===== config.mk =====
export PLATFORM = sky130hd
export DESIGN_NAME = pulse_meas
export DESIGN_NICKNAME = d
export VERILOG_FILES = /design/src/rtl/pulse_meas.sv
export SDC_FILE = /design/constraint.sdc
export NUM_CORES = 1
export LEC_CHECK = 0
export BUFFER_PORTS_ARGS = -buffer_cell sky130_fd_sc_hd__buf_4
export CORE_UTILIZATION = 50
export DETAILED_ROUTE_END_ITERATION = 10
export PLACE_DENSITY = 0.81
export SLEW_MARGIN = 10
export SYNTH_ARGS = -nofsm -noshare
export SYNTH_HDL_FRONTEND = slang
export SYNTH_SLANG_ARGS = --single-unit

===== constraint.sdc =====
create_clock -name clk -period 3.6 [get_ports clk]
set_input_delay 0.54 -clock clk [delete_from_list [all_inputs] [get_ports clk]]
set_output_delay 0.54 -clock clk [all_outputs]
set_load 0.01 [all_outputs]

===== src/rtl/pulse_meas.sv =====
// rtl/pulse_meas.sv - measures delay from arming to a pin rising edge and the width of the following pulse
module pulse_meas #(
    parameter int width = 16,
    parameter int sync  = 2
) (
    input  logic             clk,
    input  logic             rstn,
    input  logic             start,
    input  logic             pin,
    output logic             busy,
    output logic             valid,
    output logic [width-1:0] dly,
    output logic [width-1:0] len,
    output logic             ovf
);

    typedef enum logic [1:0] {
        IDLE = 2'd0,
        ARM  = 2'd1,
        HIGH = 2'd2
    } state_t;

    localparam logic [width-1:0] CNT_MAX = '1;
    localparam logic [width-1:0] CNT_ONE = {{(width-1){1'b0}}, 1'b1};

    state_t           r_state;
    logic [sync-1:0]  r_sync;
    logic             r_ps_d;
    logic [width-1:0] r_cnt;

    logic             w_ps;
    logic             w_rise;
    logic             w_cnt_sat;
    logic [width-1:0] w_cnt_inc;

    assign w_ps      = r_sync[sync-1];
    assign w_rise    = w_ps & ~r_ps_d;
    assign w_cnt_sat = (r_cnt == CNT_MAX);
    // A saturated counter holds its value; ovf records the lost increment.
    assign w_cnt_inc = w_cnt_sat ? r_cnt : r_cnt + CNT_ONE;

    always_ff @(posedge clk) begin
        if (!rstn) begin
            r_sync <= '0;
            r_ps_d <= 1'b0;
        end else begin
            r_sync <= {r_sync[sync-2:0], pin};
            r_ps_d <= w_ps;
        end
    end

    always_ff @(posedge clk) begin
        if (!rstn) begin
            r_state <= IDLE;
            r_cnt   <= '0;
            dly     <= '0;
            len     <= '0;
            valid   <= 1'b0;
            busy    <= 1'b0;
            ovf     <= 1'b0;
        end else begin
            case (r_state)
                IDLE: begin
                    if (start) begin
                        r_state <= ARM;
                        busy    <= 1'b1;
                        r_cnt   <= '0;
                        valid   <= 1'b0;
                        ovf     <= 1'b0;
                    end
                end
                ARM: begin
                    if (w_rise) begin
                        dly     <= r_cnt;
                        r_cnt   <= CNT_ONE;
                        r_state <= HIGH;
                    end else begin
                        r_cnt <= w_cnt_inc;
                        if (w_cnt_sat) begin
                            ovf <= 1'b1;
                        end
                    end
                end
                HIGH: begin
                    if (w_ps) begin
                        r_cnt <= w_cnt_inc;
                        if (w_cnt_sat) begin
                            ovf <= 1'b1;
                        end
                    end else begin
                        len     <= r_cnt;
                        valid   <= 1'b1;
                        busy    <= 1'b0;
                        r_state <= IDLE;
                    end
                end
                default: begin
                    r_state <= IDLE;
                    busy    <= 1'b0;
                end
            endcase
        end
    end

endmodule


==> results.md, run 1 <==
- Sequential power share: between 50 and 60%
- Yosys reg bits: 56
- Max Slew Vio Count: 0
- Req. time, crit path: between 3 and 4 ns
- Gate power share: 24.8%
- Sw Share: ~33%
- Post-synth ARST share: 0%
- Worst Tran Pin Value: approximately 0.92 ns
- NetSw: between 0.4 and 0.5 mW
- Crit path depth: 8
- Static leakage: approximately 1.0 nW
- Top cell type's share of synthesized area: 45.0%
- Crit path cell chain: inv_1, ha_1, nor2b_1, buf_4, or3_1, o21ai_1, o22ai_1, a21o_1
- Antenna viol nets, final: 0
- Setup violations, final: 0
- CTS tree: built
- Worst R2R Start: r_state[0]$_SDFFE_PN0P_
- Worst Setup SP: r_state[0]$_SDFFE_PN0P_
- EDFF count, synth: 0
- Fraction of layout cells with a size suffix above 1: about a fifth
- Via count: a little over 2k
- FMAX: roughly 0.37 GHz
- WS Path Type: flip-flop to flip-flop
- Gp weighted congestion: 0.882
- Fill cell total of the finished layout: around 420
- Reg2reg end: r_cnt[5]$_SDFFE_PN0P_
- Clk slew on worst S/H paths: 0.09 ns
- Routed length per instance: ~13 um
- Row cnt: 25
- Synth warnings: 0
- Synth Net Count: ~300
- Via/cell ratio: roughly 5.4
- Cell Area, Placed: 2790 um^2
- Remaining global-route overflow: 0
- Post-CTS Setup Inserts: 0
- Core Area: approximately 4800 um^2
- I/O pin cnt: 39
- Netlist Area Pre-Place: ~2500 um^2
- Iter 0 DRT Violations: between 150 and 200
- Synth Area per Inst: 8.71 um^2
- Crit path buf inv count: 2
- Antenna violations before repair: 0
- Ant. Diodes: 0
- Clk pwr share: about a quarter
- Cell count after synthesis: 286
- CTS buffer count: 5
- Register area share after synthesis: between 40% and 50%
- Data arrival, critical path: approximately 3.0 ns
- P&R area growth vs syn: 15.1%
- Yosys cell types: 46
- Slew headroom: between 30% and 40%
- CP max-delay cell: o21ai_1
- RSZ-0062 raised after global routing: no
- Synth area leaders: dfxtp_1 (45%), nand2_1 (11%), a21boi_0 (9.6%)
- CP endpoint: r_cnt[5]$_SDFFE_PN0P_
- Most common cell after layout, fill and taps aside: nand2_1
- First-pass GRT wire length: approximately 8400 um
- CP peak stage delay: between 0.7 and 0.8 ns
- Final layout net count: 322
- Reg2Reg Depth: 8
- Hold_buf cts: 0
- # port buffers: 38
- CP top delay family: compound AO/OA/AOI/OAI gates
- TritonRoute pass-1 iters: 4
- Vias in the first global route: 1900
- Number of gates resized after cts: 0
- Area leader, netlist: dfxtp_1
- Worst clock skew: 0.00650 ns
- Max clock buf depth: 2
- GR Util All Layers: roughly a fifth
- Design Area, Final: ~2900 um^2
- Htree depth: 2
- Top FF cell, synth: dfxtp_1
- DIE HEIGHT: ~73 um
- Final Cycle Share: between 70 and 80%
- Initial core utilization: 52.4%
- DRC viols: 0
- Worst-path fanout max: 20
- Die W: around 73 um
- # clock sinks: 56
- CP Launch Type: flip-flop
- Final WL: 5110 um
- Final hold vios: 0
- Worst hold-check path type: input pin to flip-flop
- Placed Cells: between 300 and 400
- Die area: between 5000 and 6000 um^2
- Maxcap violations: 0
- Hpwl dp: around 3600 um
- Non-Filler Instances: 380
- WHS: between 0.4 and 0.5 ns
- Root Buffer: clkbuf_8
- Internal: 0.893 mW
- Worst setup EP type: flip-flop
- Largest net degree at the start of global routing: 46
- Power Density: between 400 and 500 nW/um^2
- Worst vdd ir: between 0.0003 and 0.0004 V
- Status: finished, final reports clean
- Clk_lat worst skew: between 0.3 and 0.4 ns
- Worst R2R Setup Slack: 0.86 ns
- Commonest non-fill, non-tap cells in the layout: nand2_1 (72), dfxtp_1 (56), buf_4 (40)
- Minimum clock period: about 2.7 ns
- Fin Setup TNS: 0 ns
-- sequential cells by signal, summed over array words and instances, names as in the netlist --
register / count
busy: 1
valid: 1
r_sync: 2
dly: 16
r_cnt: 16
ovf: 1
r_ps_d: 1
r_state: 2
len: 16
-- layer usage --
metal | track usage (%) | vias up | wire length [um]
li1 | - | 1033 | -
met5 | 0 | - | 0
met2 | 32.7 | 80 | 2290
met4 | 10.7 | 0 | 96
met3 | 5.25 | 10 | 288
met1 | 26.1 | 945 | 2440
-- cells in the mapped netlist (all sizes together), types with 2 or more instances --
master and number:
xor2 2, nand4 8, nand2b 2, nor4 4
or3 2, o22ai 2, buf 9, a21boi 34
mux2i 4, a21o 2, dfxtp 56, nor2 13
nor2b 4, and2 4, a41oi 2, a21oi 5
nand3 5, o221a 3, a31oi 2, ha 5
o21ai 7, inv 4, clkbuf 11, nand2 72
xnor2 5, nor3 9, and4 2
-- through the flow --
step | utilization, % | worst slack [ns] | power, mW
5_1_grt | 60.3 | 0.682 | 1.40
4_1_cts | 60.3 | 0.872 | 1.33
3_5_place_dp | 58.7 | 0.883 | 1.01
6_report | 60.3 | 0.862 | 1.33
2_1_floorplan | - | 1.64 | 0.939
3_3_place_gp | 58.7 | 0.989 | 1.00
-- power by group through the flow --
stage               Sequential (mW)  Clock, mW  Combinational (mW)
finish                        0.674      0.326               0.331
global route                  0.678      0.358               0.365
CTS                           0.673      0.331               0.329
detailed placement            0.687          0               0.327
global placement              0.685          0               0.317
floorplan                     0.684          0               0.255
-- worst min path at each step --
| stage | cells past startpoint | endpoint | from |
|---|---|---|---|
| floorplan | 1 | r_sync[1]$_SDFF_PN0_ | r_sync[0]$_SDFF_PN0_ |
| detailed placement | 1 | r_sync[1]$_SDFF_PN0_ | r_sync[0]$_SDFF_PN0_ |
| global placement | 1 | r_sync[1]$_SDFF_PN0_ | r_sync[0]$_SDFF_PN0_ |
| finish | 2 | r_sync[0]$_SDFF_PN0_ | pin |
| CTS | 2 | r_sync[0]$_SDFF_PN0_ | pin |
| global route | 2 | r_sync[0]$_SDFF_PN0_ | pin |
-- kinds of logic after synthesis --
logic type	synth area share [%]
compound gates	18.2
xor+xnor	2.46
simple gates	26.2
flops	45.0
mux	1.61
buf+inv	4.07
fa+ha+maj	2.51
-- layout make-up --
class	count	area [um^2]	area share (%)
multi-input cells	206	1270	44.3
flip-flops and latches	56	1120	39.1
repair buffers	40	300	10.5
well taps	67	83.8	2.92
clock buffers	6	72.6	2.53
inverters	4	15.0	0.524
clock inverters	1	5.00	0.175
No activity file was read; power rests on OpenSTA's default activity.
==> inputs of run 2 (changes only) <==
==> constraint.sdc (replaced) <==
create_clock -name clk -period 2.6 [get_ports clk]
set_input_delay 0.39 -clock clk [delete_from_list [all_inputs] [get_ports clk]]
set_output_delay 0.39 -clock clk [all_outputs]
set_load 0.01 [all_outputs]
==> results.md, run 2 (synthesis gave the netlist of run 1 again) <==
- CTS buffer count: 5 (unchanged)
- Core Area: 4750 um^2 (unchanged)
- Initial core utilization: 52.4% (unchanged)
- Worst R2R Setup Slack: 0.29 ns (was 0.86 ns)
- Crit path cell chain: inv_1, ha_1, nor2b_1, or3_1, nor4_2, mux2i_1, nor2_1 (was inv_1, ha_1, nor2b_1, buf_4, or3_1, o21ai_1, o22ai_1, a21o_1)
- Placed Cells: 376 (was 373)
- Design Area, Final: 2900 um^2 (was 2870 um^2)
- Hold Startpoint: pin (unchanged)
- Fin Setup TNS: 0 ns (unchanged)
- Final Cycle Share: 88.9% (was 76.1%)
- Number of gates resized after cts: 0 (unchanged)
- # port buffers: 38 (unchanged)
- Antenna viol nets, final: 0 (unchanged)
- Ant. Diodes: 0 (unchanged)
- Final hold vios: 0 (unchanged)
- Worst-path fanout max: 17 (was 20)
- Reg2reg end: r_cnt[15]$_SDFFE_PN0P_ (was r_cnt[5]$_SDFFE_PN0P_)
- Max Slew Vio Count: 0 (unchanged)
- CP Launch Type: flip-flop (unchanged)
- Routed length per instance: 13.6 um (was 13.5 um)
- Hpwl dp: 3620 um (was 3560 um)
- Clk_lat worst skew: 0.31 ns (about the same)
- Die W: 72.6 um (unchanged)
- Remaining global-route overflow: 0 (unchanged)
- Total Power: 1.88 mW (was 1.33 mW)
- Gp weighted congestion: 0.885 (was 0.882)
- Worst Tran Pin Value: 0.636 ns (was 0.923 ns)
- P&R area growth vs syn: 16.5% (was 15.1%)
- Fill cell total of the finished layout: 448 (was 422)
- Worst setup EP type: flip-flop (unchanged)
- # clock sinks: 56 (unchanged)
- Row cnt: 25 (unchanged)
- CP peak stage delay: 0.62 ns (was 0.74 ns)
- Register area: 1120 um^2 (unchanged)
- Biggest regs: dly x16, len x16, r_cnt x16 (unchanged)
- Worst vdd ir: 0.000522 V (was 0.000323 V)
- Setup violations, final: 0 (unchanged)
- Htree depth: 2 (unchanged)
- Largest net degree at the start of global routing: 46 (unchanged)
- GR Util All Layers: 21.5% (was 20.7%)
- Worst R2R Start: r_state[0]$_SDFFE_PN0P_ (unchanged)
- FMAX: 0.433 GHz (was 0.365 GHz)
- Die area: 5270 um^2 (unchanged)
- Req. time, crit path: 2.81 ns (was 3.81 ns)
- Area of the multi-input gates: 1270 um^2 (unchanged)
- Reg2Reg Depth: 7 (was 8)
- Iter 0 DRT Violations: 109 (was 153)
- DRC viols: 0 (unchanged)
- Worst clock skew: 0.00391 ns (was 0.00650 ns)
- Vias in the first global route: 1801 (was 1900)
- Data arrival, critical path: 2.52 ns (was 2.95 ns)
- Status: finished, final reports clean (unchanged)
- Non-Filler Instances: 384 (was 380)
- WHS Endpoint: r_sync[0]$_SDFF_PN0_ (unchanged)
- WS Path Type: flip-flop to flip-flop (unchanged)
- Power Density: 647 nW/um^2 (was 464 nW/um^2)
- DIE HEIGHT: 72.6 um (unchanged)
- I/O pin cnt: 39 (unchanged)
- Maxcap violations: 0 (unchanged)
- First-pass GRT wire length: 8720 um (was 8410 um)
- Cell Area, Placed: 2810 um^2 (was 2790 um^2)
- Via count: 2023 (was 2068)
- Commonest non-fill, non-tap cells in the layout: nand2_1 (72), dfxtp_1 (56), buf_4 (43) (was nand2_1 (72), dfxtp_1 (56), buf_4 (40))
- RSZ-0062 raised after global routing: no (unchanged)
- Fraction of layout cells with a size suffix above 1: 20.2% (was 19.5%)
- Hold_buf cts: 0 (unchanged)
- Hold Crit Depth: 2 (unchanged)
- Minimum clock period: 2.31 ns (was 2.74 ns)
- Static leakage: 1.06 nW (was 1.04 nW)
- Final layout net count: 325 (was 322)
- Final WL: 5220 um (was 5110 um)
- Most common cell after layout, fill and taps aside: nand2_1 (unchanged)
- TritonRoute pass-1 iters: 4 (unchanged)
- Antenna violations before repair: 0 (unchanged)
- Clk slew on worst S/H paths: 0.09 ns (about the same)
- CP max-delay cell: or3_1 (was o21ai_1)
- CTS tree: built (unchanged)
- Root Buffer: clkbuf_8 (unchanged)
- Post-CTS Setup Inserts: 0 (unchanged)
- Final core occ: 61.1% (was 60.3%)
- Via/cell ratio: 5.27 (was 5.44)
- Slew headroom: 57.6% (was 38.0%)
- Worst hold-check path type: input pin to flip-flop (unchanged)
- Max clock buf depth: 2 (unchanged)
==> run 2: cell count changes in the layout (fill, tap and decap cells not counted), sizes merged <==
cell / change
buf: +3
clkbuf: +2
clkinv: -1
==> run 2: routing by layer <==
| metal | GRT usage, % | vias to the layer above | share of wire [%] |
|---|---|---|---|
| met1 | 29.7 | 933 | 49 |
| met2 | 33.7 | 44 | 45 |
| met3 | 4.42 | 5 | 4.2 |
| li1 | - | 1041 | - |
| met4 | 6.54 | 0 | 1.3 |
| met5 | 0 | - | 0 |
==> run 2: worst max path at each step <==
stage	endpoint	from
floorplan	r_cnt[15]$_SDFFE_PN0P_	r_state[0]$_SDFFE_PN0P_
global placement	r_cnt[15]$_SDFFE_PN0P_	r_state[0]$_SDFFE_PN0P_
detailed placement	r_cnt[15]$_SDFFE_PN0P_	r_state[0]$_SDFFE_PN0P_
CTS	r_cnt[15]$_SDFFE_PN0P_	r_state[0]$_SDFFE_PN0P_
global route	r_cnt[15]$_SDFFE_PN0P_	r_state[0]$_SDFFE_PN0P_
finish	r_cnt[15]$_SDFFE_PN0P_	r_state[0]$_SDFFE_PN0P_
==> run 2: report_power, final <==
part           switching [mW]  total (mW)  internal (mW)
clock network           0.270       0.489          0.218
registers              0.0401       0.933          0.893
logic                   0.300       0.457          0.157
==> run 2: critical path, delay by kind of cell (launching register included) <==
| kind | cells | cell delay [ns] |
|---|---|---|
| flops | 1 | 0.39 |
| simple gates | 4 | 1.23 |
| fa+ha+maj | 1 | 0.28 |
| buf+inv | 1 | 0.08 |
| mux | 1 | 0.22 |
==> run 2: cell type report <==
class | instances | area share [%]
Sequential cell | 56 | 38.6
Multi-Input combinational cell | 206 | 43.8
Inverter | 4 | 0.517
Clock buffer | 8 | 3.10
Tap cell | 67 | 2.89
Timing Repair Buffer | 43 | 11.1
==> run 2: per-stage QoR <==
step	hold slack (ns)	worst slack, ns
detailed placement	0.421	0.313
finish	0.281	0.289
global route	0.288	0.107
global placement	0.414	0.387
CTS	0.285	0.303
floorplan	0.412	0.643
